## src/rtl/imem_loader_pkg.sv

```systemverilog
// Shared FSM state encodings and constants for the instruction-memory boot loader.
package imem_loader_pkg;

    localparam int LD_ST_W           = 3;
    localparam int LD_BYTES_PER_WORD = 4;

    localparam logic [LD_ST_W-1:0] LD_IDLE = 3'd0;
    localparam logic [LD_ST_W-1:0] LD_LEN  = 3'd1;
    localparam logic [LD_ST_W-1:0] LD_LOAD = 3'd2;
    localparam logic [LD_ST_W-1:0] LD_CHK  = 3'd3;
    localparam logic [LD_ST_W-1:0] LD_DONE = 3'd4;
    localparam logic [LD_ST_W-1:0] LD_ERR  = 3'd5;

    // States in which the loader consumes stream bytes.
    function automatic logic ld_active(input logic [LD_ST_W-1:0] st);
        return (st == LD_LEN) || (st == LD_LOAD) || (st == LD_CHK);
    endfunction

endpackage

```

## src/rtl/imem_loader_byte_packer.sv

```systemverilog
// Little-endian 4-byte collector: the word and its valid pulse are presented combinationally
// alongside the 4th byte so the consumer can register the word on that same edge.
module byte_packer
    import imem_loader_pkg::*;
(
    input  logic        clk,
    input  logic        rst_n,
    input  logic        clear,
    input  logic [7:0]  byte_in,
    input  logic        byte_vld,
    output logic [31:0] word,
    output logic        word_vld
);

    localparam logic [1:0] LAST_IDX = 2'(LD_BYTES_PER_WORD - 1);

    logic [1:0]  idx;
    logic [23:0] low;

    assign word_vld = byte_vld && (idx == LAST_IDX);
    assign word     = {byte_in, low};

    always_ff @(posedge clk or negedge rst_n) begin
        if (!rst_n) begin
            idx <= 2'd0;
            low <= 24'd0;
        end else if (clear) begin
            idx <= 2'd0;
        end else if (byte_vld) begin
            idx <= idx + 2'd1;
            case (idx)
                2'd0:    low[7:0]   <= byte_in;
                2'd1:    low[15:8]  <= byte_in;
                2'd2:    low[23:16] <= byte_in;
                default: ;
            endcase
        end
    end

endmodule

```

## src/rtl/imem_loader.sv

```systemverilog
// Boot-time instruction BRAM writer fed by a length-prefixed little-endian byte stream.
// Optional trailing-checksum verification is enabled by defining LOADER_CHECKSUM_EN.
module imem_loader
    import imem_loader_pkg::*;
#(
    parameter logic [31:0] BASE_ADDR = 32'h0,
    parameter int          MAX_WORDS = 1024,
    parameter int          CNT_W     = 11
) (
    input  logic             clk,
    input  logic             rst,
    input  logic             start,
    input  logic [7:0]       rx_data,
    input  logic             rx_valid,
    output logic             rx_ready,
    output logic [31:0]      i_w_addr,
    output logic [31:0]      i_w_dat,
    output logic             i_w_enb,
    output logic             cpu_hold,
    output logic             busy,
    output logic             done,
    output logic             err,
    output logic [CNT_W-1:0] words_loaded
);

    logic [LD_ST_W-1:0] state;
    logic [CNT_W-1:0]   len_words;
    logic [31:0]        word;
    logic               word_vld;
    logic               start_ok;
    logic               last_word;
`ifdef LOADER_CHECKSUM_EN
    logic [31:0]        acc;
`endif

    assign rx_ready  = ld_active(state);
    assign busy      = ld_active(state);
    assign start_ok  = start && !ld_active(state);
    assign last_word = (words_loaded + CNT_W'(1)) == len_words;

    byte_packer u_packer (
        .clk      (clk),
        .rst_n    (rst),
        .clear    (start_ok),
        .byte_in  (rx_data),
        .byte_vld (rx_valid && rx_ready),
        .word     (word),
        .word_vld (word_vld)
    );

    // State advances on the edge that completes a field; the write pulse lands the cycle after.
    always_ff @(posedge clk or negedge rst) begin
        if (!rst) begin
            state        <= LD_IDLE;
            cpu_hold     <= 1'b1;
            i_w_enb      <= 1'b0;
            i_w_addr     <= BASE_ADDR;
            i_w_dat      <= 32'd0;
            done         <= 1'b0;
            err          <= 1'b0;
            words_loaded <= '0;
            len_words    <= '0;
`ifdef LOADER_CHECKSUM_EN
            acc          <= 32'd0;
`endif
        end else begin
            i_w_enb <= 1'b0;
            if (start_ok) begin
                state        <= LD_LEN;
                cpu_hold     <= 1'b1;
                done         <= 1'b0;
                err          <= 1'b0;
                words_loaded <= '0;
`ifdef LOADER_CHECKSUM_EN
                acc          <= 32'd0;
`endif
            end else if (word_vld) begin
                case (state)
                    LD_LEN: begin
                        if (word == 32'd0) begin
                            state    <= LD_DONE;
                            done     <= 1'b1;
                            cpu_hold <= 1'b0;
                        end else if (word > 32'(MAX_WORDS)) begin
                            state <= LD_ERR;
                            err   <= 1'b1;
                        end else begin
                            state     <= LD_LOAD;
                            len_words <= word[CNT_W-1:0];
                        end
                    end
                    LD_LOAD: begin
                        i_w_enb      <= 1'b1;
                        i_w_addr     <= BASE_ADDR + (32'(words_loaded) << 2);
                        i_w_dat      <= word;
                        words_loaded <= words_loaded + CNT_W'(1);
`ifdef LOADER_CHECKSUM_EN
                        acc          <= acc + word;
                        if (last_word) state <= LD_CHK;
`else
                        if (last_word) begin
                            state    <= LD_DONE;
                            done     <= 1'b1;
                            cpu_hold <= 1'b0;
                        end
`endif
                    end
`ifdef LOADER_CHECKSUM_EN
                    LD_CHK: begin
                        if (word == acc) begin
                            state    <= LD_DONE;
                            done     <= 1'b1;
                            cpu_hold <= 1'b0;
                        end else begin
                            state <= LD_ERR;
                            err   <= 1'b1;
                        end
                    end
`endif
                    default: ;
                endcase
            end
        end
    end

endmodule
```

## config.mk

```make
export PLATFORM = sky130hd
export DESIGN_NAME = imem_loader
export DESIGN_NICKNAME = d
export VERILOG_FILES = /design/src/rtl/imem_loader_pkg.sv /design/src/rtl/imem_loader_byte_packer.sv /design/src/rtl/imem_loader.sv
export SDC_FILE = /design/constraint.sdc
export NUM_CORES = 1
export LEC_CHECK = 0
export CORE_MARGIN = 1
export CORE_UTILIZATION = 29
export CTS_CLUSTER_SIZE = 40
export DETAILED_ROUTE_END_ITERATION = 12
export MAX_ROUTING_LAYER = met4
export PLACE_DENSITY = 0.47
export SYNTH_ARGS = -nofsm -noshare
export SYNTH_HDL_FRONTEND = slang
export SYNTH_SLANG_ARGS = --single-unit
export TNS_END_PERCENT = 30
```

## constraint.sdc

```tcl
create_clock -name clk -period 2.7 [get_ports clk]
set_input_delay 0.54 -clock clk [delete_from_list [all_inputs] [get_ports clk]]
set_output_delay 0.54 -clock clk [all_outputs]
set_load 0.005 [all_outputs]
```

==> metrics.cfg, run 1 <==
[yosys]
yosysMostFrequentCell=nand2_1
synth_edf_count=0
ys_ff_latch=98
yosys_most_used_dff=dfrtp_1
synth_cell_type_count=44
yosysWarnings=0
synthCells=460
async_flop_share_pct=100
synth_top_area_cell=dfrtp_1
synth_top_area_share_pct=52.8
synth_area_um2=4600
synth.area.top_cells=dfrtp_1 (53%), nand2_1 (12%), mux2_2 (6.6%)
yosys-top-cells-count=nand2_1 (146), dfrtp_1 (97), mux2_2 (27), buf_4 (24), nor2_1 (23)
seq_area_frac_synth_pct=53.4
syn_area_per_cell_um2=9.99

[worst_setup_path]
cp.required_ns=2.94
setup.worst_path.class=reg -> reg
start_kind=flip-flop
crit_fanout=12
end_kind=flip-flop
arrival_ns=2.49

[routing]
wl_um=11600
antenna_left=0
route.detailed.drc=0
drtPass1Iterations=4
drt_iter0_markers=121
wire_per_inst_um=15.4
vias=3410
via_per_inst=4.55

[global_route]
track_usage_pct=15.5
grt_max_degree=50
grt_pass1_wl_um=18600
first_global_vias=3386
grt_use_met3_pct=2.67
antenna_found_initial=0
met1_usage_pct=19.4
grt.busiest_layer=met2
gr-usage-met2_pct=25.0
grt_overflow=0

[timing]
fmax_mhz=444
fin_crit_sh_pct=83.4
hold_viol=0
tns_ns=0
skew_ns=0.0111
rsz0062_at_grt=false
slew_headroom_pct=47.8
final.min_clock_period_ns=2.25
worst_slew_pin_slew_ns=0.780
whs_ns=0.184
finalMaxSlewViolations=0
finalSetupViolations=0

[floorplanning]
die_w_um=128
coreArea_um2=15300
num_rows=45
die_area_um2=16400
ioPinCount=93
die_h_um=128
start_util_pct=30.0

[cts]
post_cts_buffers=0
cts_hold_buf=0
cts_max_level=3
root_buffer=clkbuf_16
cts_max_path_buffers=2
worstSkewPairLatency_ns=0.36
numClockSinks=98
clkTransAtPathRegs_ns=0.07
cts_inserted_buffers=9
cts_resized=0
cts_tree=yes

[placed_design]
dp_hpwl_um=8180
dpl.cell_count=734
portBuffers=71
place.gp.congestion=0.827

[outcome]
status=completed

[pwr]
power_mw=5.06
power_density_nw_per_um2=871
p_leak_nw=2.76
ir_drop_v=0.000363

[layout]
num-fill-cells=1548
n_antenna_cell=0
fin_util_pct=37.9
final_cell_count_no_fill=750
layout-drive-gt1-share_pct=14.3
syn_to_final_growth_pct=26.3
fin_nets=551

[min_path]
hold_class=in -> async

[job]
cap_violations=0

[where the power goes]
part           leakage [nW]  switching [mW]  internal, mW
Clock                 0.146           0.618         0.651
Combinational          1.35           0.566         0.870
Sequential             1.26           0.420          1.93
Total                  2.76            1.60          3.46
[kinds of logic (layout without fill, tap and decap cells)]
family / Yosys count / count (layout) / share of synthesized area (%)
flops: 98 / 98 / 53.4
compound gates: 41 / 41 / 6.10
other cells: 1 / 21 / 0.0816
simple gates: 218 / 218 / 20.7
buf+inv: 48 / 107 / 6.29
mux: 37 / 37 / 9.77
fa+ha+maj: 5 / 5 / 1.36
xor+xnor: 12 / 12 / 2.29
[through the flow]
step                worst slack [ns]  area [um2]
floorplan                      0.692        4670
global placement               0.124        5510
detailed placement            0.0957        5510
CTS                            0.461        5810
global route                   0.354        5810
finish                         0.448        5810
[critical path, cell delays in order (launching register included)]
cell      delay (ns)
dfrtp_1         0.67
and4_1          0.39
nand3_1         0.13
and4bb_1        0.25
o32ai_2         0.29
o31ai_4         0.15
a32o_1          0.27
[final timing paths]
| check | slack, ns | to | cells past startpoint | startpoint |
|---|---|---|---|---|
| min in group clk | 0.47 | i_w_addr[9] | 2 | i_w_addr[9] |
| worst max-delay path | 0.45 | state[2] | 6 | words_loaded[3] |
| max in group asynchronous | 1.87 | u_packer.low[3] | 2 | rst |
| worst min-delay path | 0.18 | i_w_addr[9] | 1 | rst |
| worst min register to register | 0.47 | i_w_addr[9] | 2 | i_w_addr[9] |
| worst max register to register | 0.45 | state[2] | 6 | words_loaded[3] |
[layout by cell type, fill, tap and decap left out, types with 2 or more instances in the layout]
cell type | netlist | routed
buf_12 | 0 | 2
a22o_1 | 3 | 3
and3_1 | 6 | 6
a21oi_1 | 6 | 6
o21a_1 | 2 | 2
inv_1 | 5 | 5
dfrtp_1 | 97 | 97
nand3_1 | 8 | 8
or3_1 | 2 | 2
xnor2_1 | 5 | 5
mux2_4 | 9 | 9
o21ai_0 | 16 | 16
nand2b_1 | 3 | 3
clkbuf_16 | 0 | 9
a31oi_1 | 4 | 4
o31ai_1 | 5 | 5
nor3_1 | 4 | 4
nor4_1 | 10 | 10
nor2_1 | 23 | 23
nand2_1 | 146 | 145
nand4_1 | 4 | 4
ha_1 | 5 | 5
conb_1 | 1 | 21
inv_6 | 0 | 4
nor3b_1 | 2 | 2
nor2b_1 | 3 | 3
clkdlybuf4s50_1 | 0 | 70
mux2_2 | 27 | 27
xor2_1 | 7 | 7
buf_4 | 24 | 14
[registers in the layout, indices dropped and copies added (netlist names)]
signal        cells
cpu_hold          1
done              1
err               1
i_w_addr         11
i_w_dat          32
i_w_enb           1
len_words        11
state             3
u_packer.idx      2
u_packer.low     24
words_loaded     11
[per-layer routing]
layer,part of all wire [%],vias to the layer above
met5,0,-
met4,1.5,0
met3,3.8,11
met2,49,79
met1,46,1675
li1,-,1645
[cell type report]
cell class,count,area (um2),share of cell area (%)
well taps,211,264,4.55
inverters,5,18.8,0.323
clock inverters,7,67.6,1.16
multi-input cells,334,1930,33.3
repair buffers,86,846,14.6
flip-flops and latches,98,2450,42.3
clock buffers,9,225,3.88
Power figures use the tool's default switching activity.
==> inputs of run 2 (changes only) <==
==> constraint.sdc (replaced) <==
create_clock -name clk -period 2.2 [get_ports clk]
set_input_delay 0.44 -clock clk [delete_from_list [all_inputs] [get_ports clk]]
set_output_delay 0.44 -clock clk [all_outputs]
set_load 0.005 [all_outputs]
==> run 2 against run 1 <==
Count of clock-buffer cells in the layout unchanged; sequential power up 20%; utilization increased by 1.4 points; via count grew 5.3%; sequential cell count stayed put; critical path depth down 3; first-iteration DRC count grew 74%; global-route usage grew 0.50 points; critical path type is now reg -> out.
==> metrics.cfg, run 2 (synthesis results as in run 1) <==
[cts]
worstSkewPairLatency_ns=0.35  ; about the same
post_cts_buffers=0  ; unchanged
numClockSinks=98  ; unchanged
cts_tree=yes
cts_max_path_buffers=2  ; unchanged
root_buffer=clkbuf_16
cts_inserted_buffers=9  ; unchanged
clkTransAtPathRegs_ns=0.07  ; about the same
cts_max_level=3  ; unchanged

[timing]
skew_ns=0.00924  ; -0.00185 ns
finalSetupViolations=0  ; unchanged
hold_viol=0  ; unchanged
finalMaxSlewViolations=0  ; unchanged
fin_crit_sh_pct=95.2
whs_ns=0.0855  ; -0.0988 ns
rsz0062_at_grt=true
fmax_mhz=477
fin_ws_ns=0.105  ; -0.343 ns
final.min_clock_period_ns=2.10
worst_slew_pin_slew_ns=0.581  ; -0.199 ns
slew_headroom_pct=61.3  ; +13 points
tns_ns=0  ; unchanged

[worst_setup_path]
max_stage_delay_ns=0.56  ; -0.11 ns
end_kind=output port
cp.required_ns=1.76  ; -1.18 ns
slowest_stage=clkdlybuf4s50_1
cp_common_cell=nor2_1
crit_fanout=6  ; -6
start_kind=flip-flop
cp_cell_sequence=nor2_1 -> nor2_1 -> clkdlybuf4s50_1
arrival_ns=1.66  ; -0.83 ns
setup.worst_path.class=reg -> out

[routing]
vias=3590  ; +5.3%
wl_um=11700  ; +1.6%
drtPass1Iterations=4  ; unchanged
drt_iter0_markers=211  ; +74%
antenna_left=0  ; unchanged
route.detailed.drc=0  ; unchanged
via_per_inst=4.65  ; +2.3%
wire_per_inst_um=15.2  ; -1.3%

[min_path]
hold_class=in -> async

[floorplanning]
die_h_um=128  ; unchanged
coreArea_um2=15300  ; unchanged
die_area_um2=16400  ; unchanged
num_rows=45  ; unchanged
start_util_pct=30.0  ; unchanged
ioPinCount=93  ; unchanged
die_w_um=128  ; unchanged

[layout]
num-fill-cells=1551  ; +0.19%
n_antenna_cell=0  ; unchanged
reg_top3=i_w_dat: 32 flops, u_packer.low: 24 flops
layout-drive-gt1-share_pct=18.5  ; +4.3 points
syn_to_final_growth_pct=31.0
fin_util_pct=39.3  ; +1.4 points
final_cell_count_no_fill=772  ; +2.9%
multi_input_area_um2=1950  ; +1.2%
fin_nets=574  ; +4.2%
largest_reg_flops=32  ; unchanged
regMostFlops=i_w_dat
register_area_um2=2450  ; unchanged
layout_common_cells=nand2_1 (145), dfrtp_1 (97), clkdlybuf4s50_1 (70)
finalInstanceArea_um2=6020  ; +3.7%
final_common_cell=nand2_1

[placed_design]
place_ws_ns=-0.223  ; -0.319 ns
portBuffers=71  ; unchanged
placed_area_um2=5690  ; +3.1%
place.gp.congestion=0.793  ; -4.2%
dpl.cell_count=757  ; +3.1%
dp_hpwl_um=8510  ; +4.1%

[job]
cap_violations=0  ; unchanged

[pwr]
power_mw=6.50  ; +28%
p_leak_nw=2.88  ; +4.5%
ir_drop_v=0.000547  ; +51%
power_density_nw_per_um2=1080  ; +24%

[global_route]
grt_pass1_wl_um=19300  ; +4.1%
grt_max_degree=44  ; -12%
antenna_found_initial=0  ; unchanged
first_global_vias=3619  ; +6.9%
grt_overflow=0  ; unchanged
track_usage_pct=16.0  ; +0.50 points

[outcome]
status=completed

[run 2: changes by cell type in the layout (fill, tap and decap cells not counted), sizes merged]
| cell | delta |
|---|---|
| bufinv | +2 |
| inv | -3 |
| buf | +23 |
[run 2: final cells by class]
class	instances	area share [%]
flip-flops and latches	98	40.7
multi-input cells	334	32.5
repair buffers	109	16.9
well taps	211	4.38
clock buffers	9	3.74
clock inverters	6	1.45
inverters	5	0.312
[run 2: metal layers]
layer | part of all wire, % | vias up | global-route usage, %
met5 | 0 | - | -
met4 | 1.2 | 0 | 4.22
met3 | 5.3 | 11 | 4.22
met2 | 49 | 100 | 25.8
met1 | 45 | 1792 | 19.8
li1 | - | 1687 | -
[run 2: final timing paths]
check / start / depth (start not counted) / slack (ns) / endpoint
setup reg to reg: words_loaded[0] / 7 / 0.10 / state[2]
hold reg to reg: i_w_addr[11] / 2 / 0.47 / i_w_addr[11]
max in group asynchronous: rst / 2 / 1.47 / u_packer.idx[0]
min in group clk: i_w_addr[11] / 2 / 0.47 / i_w_addr[11]
setup / recovery: state[1] / 3 / 0.10 / rx_ready
hold / removal: rst / 1 / 0.09 / i_w_addr[4]
[run 2: worst max-delay path: cells and delay by family, from the launching register on]
kind | cells | cell delay, ns
simple gates | 2 | 0.32
buf+inv | 1 | 0.56
flops | 1 | 0.42
[run 2: power breakdown]
group | leakage (nW) | switching, mW | internal [mW] | total [mW]
Sequential | 1.26 | 0.456 | 2.37 | 2.83
Clock | 0.156 | 0.710 | 0.995 | 1.70
Combinational | 1.47 | 0.777 | 1.19 | 1.97
[run 2: what timing repair did]
action	4_1_cts	5_1_grt
endpoints found under the hold margin	0	0
hold buffers	0	0
resized for setup	0	5
endpoints found under the setup margin	0	24
